==> src/rtl/serial_adder_ctrl.sv <==
// Bit-serial add/subtract sequencer: one full-adder slice processes one operand
// bit per clock, LSB first, with valid/ready handshakes on both sides.
module serial_adder_ctrl #(
  parameter int WIDTH = 8
) (
  input  logic             clk,
  input  logic             rst_n,
  input  logic             in_valid,
  output logic             in_ready,
  input  logic [WIDTH-1:0] op_a,
  input  logic [WIDTH-1:0] op_b,
  input  logic             sub,
  output logic             out_valid,
  input  logic             out_ready,
  output logic [WIDTH-1:0] sum,
  output logic             carry_out,
  output logic             overflow,
  output logic             busy,
  output logic [1:0]       state_dbg
);

  localparam int CW = (WIDTH > 2) ? $clog2(WIDTH) : 1;

  // Handshake rule: a transfer happens on a rising edge where valid and ready are
  // both high; in_ready/out_valid are registered and never depend on the partner.
  typedef enum logic [1:0] {
    S_IDLE = 2'd0,
    S_RUN  = 2'd1,
    S_DONE = 2'd2
  } state_e;

  state_e            state_q;
  logic [CW-1:0]     cnt_q;
  logic              carry_q;
  logic [WIDTH-1:0]  sa_q;
  logic [WIDTH-1:0]  sb_q;
  logic [WIDTH-1:0]  res_q;
  logic [WIDTH-1:0]  sum_q;
  logic              cout_q;
  logic              ovf_q;
  logic              in_ready_q;
  logic              out_valid_q;
  logic              busy_q;

  logic              slice_s;
  logic              slice_c;
  logic [WIDTH-1:0]  res_d;

  assign slice_s = sa_q[0] ^ sb_q[0] ^ carry_q;
  assign slice_c = (sa_q[0] & sb_q[0]) | (sa_q[0] & carry_q) | (sb_q[0] & carry_q);
  assign res_d   = {slice_s, res_q[WIDTH-1:1]};

  always_ff @(posedge clk or negedge rst_n) begin
    if (!rst_n) begin
      state_q     <= S_IDLE;
      cnt_q       <= '0;
      carry_q     <= 1'b0;
      sa_q        <= '0;
      sb_q        <= '0;
      res_q       <= '0;
      sum_q       <= '0;
      cout_q      <= 1'b0;
      ovf_q       <= 1'b0;
      in_ready_q  <= 1'b0;
      out_valid_q <= 1'b0;
      busy_q      <= 1'b0;
    end else begin
      case (state_q)
        S_IDLE: begin
          if (in_valid && in_ready_q) begin
            sa_q       <= op_a;
            // Subtraction is A + ~B + 1: the +1 enters as the initial carry.
            sb_q       <= sub ? ~op_b : op_b;
            carry_q    <= sub;
            cnt_q      <= '0;
            state_q    <= S_RUN;
            in_ready_q <= 1'b0;
            busy_q     <= 1'b1;
          end else begin
            in_ready_q <= 1'b1;
          end
        end
        S_RUN: begin
          sa_q    <= sa_q >> 1;
          sb_q    <= sb_q >> 1;
          res_q   <= res_d;
          carry_q <= slice_c;
          if (cnt_q == CW'(WIDTH - 1)) begin
            sum_q       <= res_d;
            cout_q      <= slice_c;
            ovf_q       <= slice_c ^ carry_q;
            out_valid_q <= 1'b1;
            cnt_q       <= '0;
            state_q     <= S_DONE;
          end else begin
            cnt_q <= cnt_q + CW'(1);
          end
        end
        S_DONE: begin
          if (out_ready) begin
            state_q     <= S_IDLE;
            out_valid_q <= 1'b0;
            busy_q      <= 1'b0;
            in_ready_q  <= 1'b1;
          end
        end
        default: begin
          state_q     <= S_IDLE;
          out_valid_q <= 1'b0;
          busy_q      <= 1'b0;
          in_ready_q  <= 1'b0;
        end
      endcase
    end
  end

  assign in_ready  = in_ready_q;
  assign out_valid = out_valid_q;
  assign sum       = sum_q;
  assign carry_out = cout_q;
  assign overflow  = ovf_q;
  assign busy      = busy_q;
  assign state_dbg = state_q;

endmodule

==> config.mk <==
export PLATFORM = sky130hd
export DESIGN_NAME = serial_adder_ctrl
export DESIGN_NICKNAME = d
export VERILOG_FILES = /design/src/rtl/serial_adder_ctrl.sv
export SDC_FILE = /design/constraint.sdc
export NUM_CORES = 1
export LEC_CHECK = 0
export ABC_AREA = 0
export CORE_AREA = 2 2 66 68
export CTS_BUF_LIST = sky130_fd_sc_hd__clkbuf_8
export DETAILED_ROUTE_END_ITERATION = 6
export DIE_AREA = 0 0 68 70
export PLACE_DENSITY = 0.76
export SLEW_MARGIN = 20
export SYNTH_ARGS = -nofsm -noshare
export SYNTH_HDL_FRONTEND = slang
export SYNTH_SLANG_ARGS = --single-unit
==> constraint.sdc <==
create_clock -name clk -period 1.7 [get_ports clk]
set_clock_uncertainty 0.1 [all_clocks]
set_input_delay 0.51 -clock clk [delete_from_list [all_inputs] [get_ports clk]]
set_output_delay 0.51 -clock clk [all_outputs]
set_load 0.01 [all_outputs]
# Word level (Yosys, flattened, before mapping)
# Index checks and enable logic that the tools add are counted.
# op_classes
reduce_logical	9
mul	0
n_div	0
bitwise_logic	11
n_eq_ne	6
mux	22
addsub	1
order_cmp	0
n_shift	0
# ops
operator	n
8-bit one-hot mux with 2 select lines	2
8-bit 2-to-1 mux	3
1-bit one-hot mux with 3 select lines	3
3-bit AND reduction	3
8-bit inverter	1
1-bit 2-to-1 mux	6
2-bit 2-to-1 mux	3
3-bit 2-to-1 mux	2
2-bit inequality test (second input constant)	3
2-bit one-hot mux with 3 select lines	1
3-bit one-hot mux with 2 select lines	1
2-bit AND reduction	3
3-bit by 1-bit adder with 3-bit output (second input constant)	1
1-bit bitwise AND	3
3-bit == test (second input constant)	1
1-bit XOR	3
2-bit by 1-bit == test with 1-bit output (second input constant)	1
2-bit == test (second input constant)	1
2-bit logical NOT	1
1-bit inverter	2
1-bit bitwise OR	2
1-bit one-hot mux with 2 select lines	1
2-bit nonzero test	1
1-bit logical AND	1
# totals
regBits	43
output_inout_bits	15
mem_bits_ro	0
latch_bits	0
ramBits	0
input_bits	21
mem_count	0
wordCells	61

# Depth between registers and ports, before layout
# Gate-level depths: netlist (run 1).
# logic_depth
word_depth	4
mapped_depth	6
depth_no_buf	5

# Worst setup path after synthesis (run 1)
# OpenSTA, ideal clock, no wires.
# synth_timing
kind	register -> register
from	register cnt_q[0]
to	register cout_q, in the netlist carry_out
slack_ps	18
setup_ps	125
t_required_ps	1475
path_stages_with_launch	6
period_less_slack_ps	1682
n_path_buf	1
t_arrival_ps	1458
cell_sequence	dfrtp_1 -> ha_1 -> ha_1 -> nand3b_1 -> buf_2 -> mux2_2
# synth_via
elab_chain_cells	2
# synth_lines
item	line	rtl
start, declared	33	logic [CW-1:0] cnt_q;
start signal, assigned	96	cnt_q <= cnt_q + CW'(1);
3-bit == test	88	if (cnt_q == CW'(WIDTH - 1)) begin
2-bit AND reduction (no line)	-	
end signal, assigned	90	cout_q <= slice_c;
end, declared	39	logic cout_q;
# No other way between the ends.
# A chain may end at the register's enable or synchronous reset.

# Worst setup path after layout (run 1)
# layout_timing
from	register cnt_q[0]
to	register sum_q[5], in the netlist sum[5]
# layout_via
elab_chain_cells	2
# layout_lines
item	line	rtl
3-bit == test	88	
2-bit AND reduction (no line)	-	
end signal, assigned	89	sum_q <= res_d;
end, declared	38	logic [WIDTH-1:0] sum_q;
# No other way between the ends.

==> flow_summary.toml, run 1 <==
[synthesis]
synth_cell_types = 30
syn_area_um2 = 1880
synth-main-ff-cell = "dfrtp_1"
synth_cells = 165
synth-edff-count = 0
synthesis.nets = 189
yosysSeqAreaShare_pct = 55.9
syn_avg_cell_area_um2 = 11.4
yosysWarnings = 0
synth_seq_cells = 42
async_reset_ff_share_pct = 100

[global_routing]
grt_max_degree = 43
grt.total_usage_pct = 16.8
antenna_found_initial = 0
grt_pass1_vias = 1350
grt_pass1_wl_um = 5910
gr-total-overflow = 0

[routing]
via_count = 1363
drtIter0Drc = 79
drc = 0
wirelength_um = 3440
final_antenna_net_count = 0
wl_per_cell_um = 12.9
first_pass_iters = 4
viasPerCell = 5.12

[setup_path]
reg2reg_depth = 5
r2r_slack_ps = 50
crit_path_start_kind = "flip-flop"
path_class = "reg2reg"
worstReg2RegEnd = "sum[5]$_DFFE_PN0P_"
crit_path_start = "cnt_q[0]$_DFFE_PN0P_"
cp-end-kind = "flip-flop"
r2r_start = "cnt_q[0]$_DFFE_PN0P_"
crit_arrival_ps = 1730
critPathCapture = "sum[5]$_DFFE_PN0P_"
cp.required_ps = 1780
path_max_fanout = 11

[cts]
root_buffer = "clkbuf_8"
cts_tree = "built"
clockBufferDepth = 2
htree_levels = 2
clk_pin_slew_ps = 70
cts_sinks = 42
clock_latency_ps = 290
cts-buffers-inserted = 5

[sta]
rsz0062_at_grt = "no"
final.min_clock_period_ps = 1650
fmax_mhz = 606
max-slew-margin-rel_pct = 76.1
slew_violations = 0
finalHoldViolCount = 0
fin_crit_sh_pct = 97.1
final-setup-viol-count = 0
tightest_slew_ps = 358

[finish]
final_util_pct = 60.1
layout-drive-gt1-share_pct = 17.8
antennaDiodeCount = 0
final_cell_mix = "dfrtp_1 (42), nand2_1 (26), o21ai_0 (19)"
fin_nets = 238
layoutNonFillerInstCount = 266
synthToLayoutAreaGrowth_pct = 32.4
stdcell_area_um2 = 2490
final_common_cell = "dfrtp_1"

[pwr]
ir_drop_mv = 0.872
leakagePower_nw = 1.23
powerDensity_nw_per_um2 = 1670
total_power_w = 0.00416

[min_path]
min_path_type = "in2async"

[floorplanning]
io_pins = 36
rows = 24
fp.dieH_um = 70
coreArea_um2 = 4140
die_w_um = 68
start_util_pct = 45.4
dieArea_um2 = 4760

[outcome]
status = "finished, final reports clean"

[placed_design]
placed_area_um2 = 2390
numPortBuffers = 35
hpwl_um = 2460
gp_congestion = 0.718
placed_cells = 258

[job]
maxCapViolCount = 0
cells in the mapped netlist, types with 2 or more instances:
cell	n	area (um2)
dfrtp_1	42	1050
mux2_2	9	101
buf_6	3	33.8
ha_1	2	25.0
buf_2	3	15.0
a221o_1	7	70.1
mux2i_1	8	80.1
o21ai_0	20	100
nor2_1	9	33.8
nor3_1	2	10.0
nand2_1	26	97.6
inv_1	3	11.3
a22o_1	4	35.0
clkbuf_1	3	11.3
xnor2_1	8	70.1
buf_4	2	15.0
flip-flops by register name, summed over array words and instances, names as in the netlist:
signal and cells:
sa_q 8, sb_q 8, sum 8, res_q 7, cnt_q 3, state_dbg 2
busy 1, carry_out 1, carry_q 1, in_ready 1, out_valid 1, overflow 1
critical path: stages (launching register included):
cell	delay (ps)
dfrtp_1	400
ha_1	200
ha_1	200
nand3b_1	150
buf_12	150
mux2_2	330
power by group:
group | internal, W | switching [W]
Clock | 0.000469 | 0.000316
Combinational | 0.000901 | 0.000806
Sequential | 0.00143 | 0.000243
logic make-up after synthesis:
group           synth area share, %
compound gates                 13.5
mux                            9.65
simple gates                   9.51
xor+xnor                       4.19
buf+inv                        4.86
flops                          55.9
fa+ha+maj                      2.40
area by class of cell:
| class | instances | area [um2] |
|---|---|---|
| Clock buffer | 6 | 82.6 |
| Clock inverter | 1 | 30.0 |
| Fill cell | 369 | 1650 |
| Inverter | 3 | 11.3 |
| Multi-Input combinational cell | 108 | 741 |
| Sequential cell | 42 | 1050 |
| Tap cell | 52 | 65.1 |
| Timing Repair Buffer | 54 | 509 |
worst min path at each step:
stage	end	slack [ps]	from
floorplan	busy$_DFFE_PN0P_	110	rst_n
global placement	res_q[1]$_DFFE_PN0P_	350	res_q[1]$_DFFE_PN0P_
detailed placement	overflow$_DFFE_PN0P_	380	overflow$_DFFE_PN0P_
CTS	sum[0]$_DFFE_PN0P_	80	rst_n
global route	sum[1]$_DFFE_PN0P_	80	rst_n
finish	sum[0]$_DFFE_PN0P_	80	rst_n
metrics by stage:
| stage | setup slack (ps) | hold slack (ps) | TNS (ps) |
|---|---|---|---|
| floorplan | 17.6 | 114 | 0 |
| global placement | -283 | 355 | -4380 |
| detailed placement | -317 | 380 | -4850 |
| CTS | 5.93 | 84.4 | 0 |
| global route | 1.69 | 84.3 | 0 |
| finish | 49.2 | 76.2 | 0 |
repair_timing:
item | in CTS | in global routing
setup buffers | 0 | 1
resized for setup | 15 | 2
setup endpoints to repair | 15 | 10
hold buffers | 0 | 0
routing by layer:
layer | part of all wire (%) | vias to the layer above | track usage (%)
met1 | 42 | 659 | 20.1
met3 | 4.6 | 4 | 4.83
met2 | 51 | 32 | 27.4
li1 | - | 668 | -
met4 | 1.9 | 0 | 7.56
met5 | 0 | - | 0
(Power assumes the default switching activity.)
==> inputs of run 2 (changes only) <==
Settings changed: CORE_AREA 2 2 66 68 to 2 2 70 99, DIE_AREA 0 0 68 70 to 0 0 72 101, PLACE_DENSITY 0.76 to not set.
==> run 2 against run 1 <==
  * Sequential cell count stayed put
  * Clock power is 14% lower
  * Non-clock buffer count is 3 lower
  * Worst setup slack better by 19 ps
  * Design area is 0.15% lower
  * Power is 2.5% lower
  * Sequential share of layout area is 0.064 points higher
  * Critical path type unchanged
  * Combinational power hardly changed
  * Count of clock-buffer cells in the layout stayed put
  * Routed wire length is 11% higher
  * Critical endpoint unchanged
  * Die area is 53% higher
  * Highest routed layer unchanged
==> flow_summary.toml, run 2 (synthesis results as in run 1) <==
[floorplanning]
rows = 35
dieArea_um2 = 7270
fp.dieH_um = 101
die_w_um = 72
coreArea_um2 = 6440
start_util_pct = 29.2
io_pins = 36

[setup_path]
cp-end-kind = "flip-flop"
crit_chain = "ha_1 -> ha_1 -> nand3b_1 -> buf_12 -> mux2_2"
cpMostUsedCell = "ha_1"
crit_slowest_cell = "dfrtp_1"
crit_arrival_ps = 1710
path_class = "reg2reg"
cp.required_ps = 1780
cp_num_buf_inv = 1
path_max_fanout = 12
cpPeakStageDelay_ps = 410
crit_family = "flip-flops"
crit_path_start_kind = "flip-flop"

[sta]
final-setup-viol-count = 0
final.min_clock_period_ps = 1630
fmax_mhz = 613
finalHoldViolCount = 0
max-slew-margin-rel_pct = 73.9
fin_crit_sh_pct = 96.0
tightest_slew_ps = 391
slew_violations = 0
rsz0062_at_grt = "no"

[outcome]
status = "finished, final reports clean"

[job]
maxCapViolCount = 0

[global_routing]
gr-total-overflow = 0
antenna_found_initial = 0
grt_max_degree = 43
grt.total_usage_pct = 11.4
grt_pass1_vias = 1381
grt_pass1_wl_um = 6460

[placed_design]
placed_cells = 278
hpwl_um = 2680
gp_congestion = 0.676
numPortBuffers = 35
placed_area_um2 = 2410

[finish]
multi_input_area_um2 = 741
final_cell_mix = "dfrtp_1 (42), nand2_1 (26), o21ai_0 (20)"
fillers = 669
ff_latch_area_um2 = 1050
stdcell_area_um2 = 2490
final_util_pct = 38.6
antennaDiodeCount = 0
layoutNonFillerInstCount = 286
final_common_cell = "dfrtp_1"
fin_nets = 235
synthToLayoutAreaGrowth_pct = 32.2
layout-drive-gt1-share_pct = 17.0

[routing]
wirelength_um = 3810
first_pass_iters = 4
via_count = 1370
wl_per_cell_um = 13.3
drc = 0
viasPerCell = 4.79
final_antenna_net_count = 0
drtIter0Drc = 35

[cts]
cts_sinks = 42
clk_pin_slew_ps = 80
clockBufferDepth = 2
cts_tree = "built"
cts-buffers-inserted = 5
root_buffer = "clkbuf_8"
htree_levels = 2
clock_latency_ps = 290
postCtsSetupRepairBufs = 0

[min_path]
min_path_type = "in2async"

[pwr]
leakagePower_nw = 1.20
ir_drop_mv = 0.631
powerDensity_nw_per_um2 = 1630
-- run 2: cell types whose count changed in the layout (fill, tap and decap cells not counted), sizes merged --
| cell | delta |
|---|---|
| buf | -3 |
| bufinv | -1 |
| clkinv | +1 |
| clkinvlp | +1 |
| dlygate4sd2 | +1 |
| dlymetal6s2s | -1 |
-- run 2: per-stage QoR --
step	hold slack, ps	setup TNS, ps	worst slack (ps)	total power [W]
4_1_cts	83.2	0	58.1	0.00415
6_report	80.7	0	68.0	0.00406
3_3_place_gp	359	-4350	-306	0.00348
3_5_place_dp	386	-4650	-329	0.00357
5_1_grt	86.3	0	28.6	0.00440
2_1_floorplan	114	0	17.6	0.00281
-- run 2: worst reg2reg max path, stage by stage (launching register included) --
cell	delay, ps
dfrtp_1	410
ha_1	210
ha_1	190
nand3b_1	130
buf_12	150
mux2_2	330
-- run 2: what timing repair did --
item,in CTS,in global routing
resized for setup,16,0
endpoints found under the setup margin,17,0
hold buffers,0,0
-- run 2: final timing paths --
path	startpoint	end	slack (ps)	cells after the start
min in group clk	overflow$_DFFE_PN0P_	overflow$_DFFE_PN0P_	390	2
worst max register to register	cnt_q[0]$_DFFE_PN0P_	sum[5]$_DFFE_PN0P_	70	5
worst min register to register	overflow$_DFFE_PN0P_	overflow$_DFFE_PN0P_	390	2
worst max-delay path	cnt_q[0]$_DFFE_PN0P_	sum[5]$_DFFE_PN0P_	70	5
worst min-delay path	rst_n	sa_q[4]$_DFFE_PN0P_	80	2
max in group asynchronous	rst_n	cnt_q[2]$_DFFE_PN0P_	1230	2
-- run 2: metal layers --
layer	vias to the layer above	global-route usage [%]	share of wire, %
met3	5	2.60	4.2
li1	659	-	-
met4	0	4.35	1.3
met5	-	0	0
met1	673	13.6	43
met2	33	19.8	51
-- run 2: where the power goes --
group          internal (W)  switching, W  total (W)
registers           0.00143      0.000239    0.00167
logic              0.000894      0.000823    0.00172
clock network      0.000327      0.000350   0.000676
-- run 2: cell type report --
| type | instances | share of cell area (%) |
|---|---|---|
| clock inverter | 2 | 0.503 |
| inverter | 3 | 0.453 |
| multi-input combinational | 108 | 29.8 |
| tap | 74 | 3.72 |
| timing repair buffer | 51 | 19.9 |
| clock buffer | 6 | 3.32 |
| sequential | 42 | 42.3 |
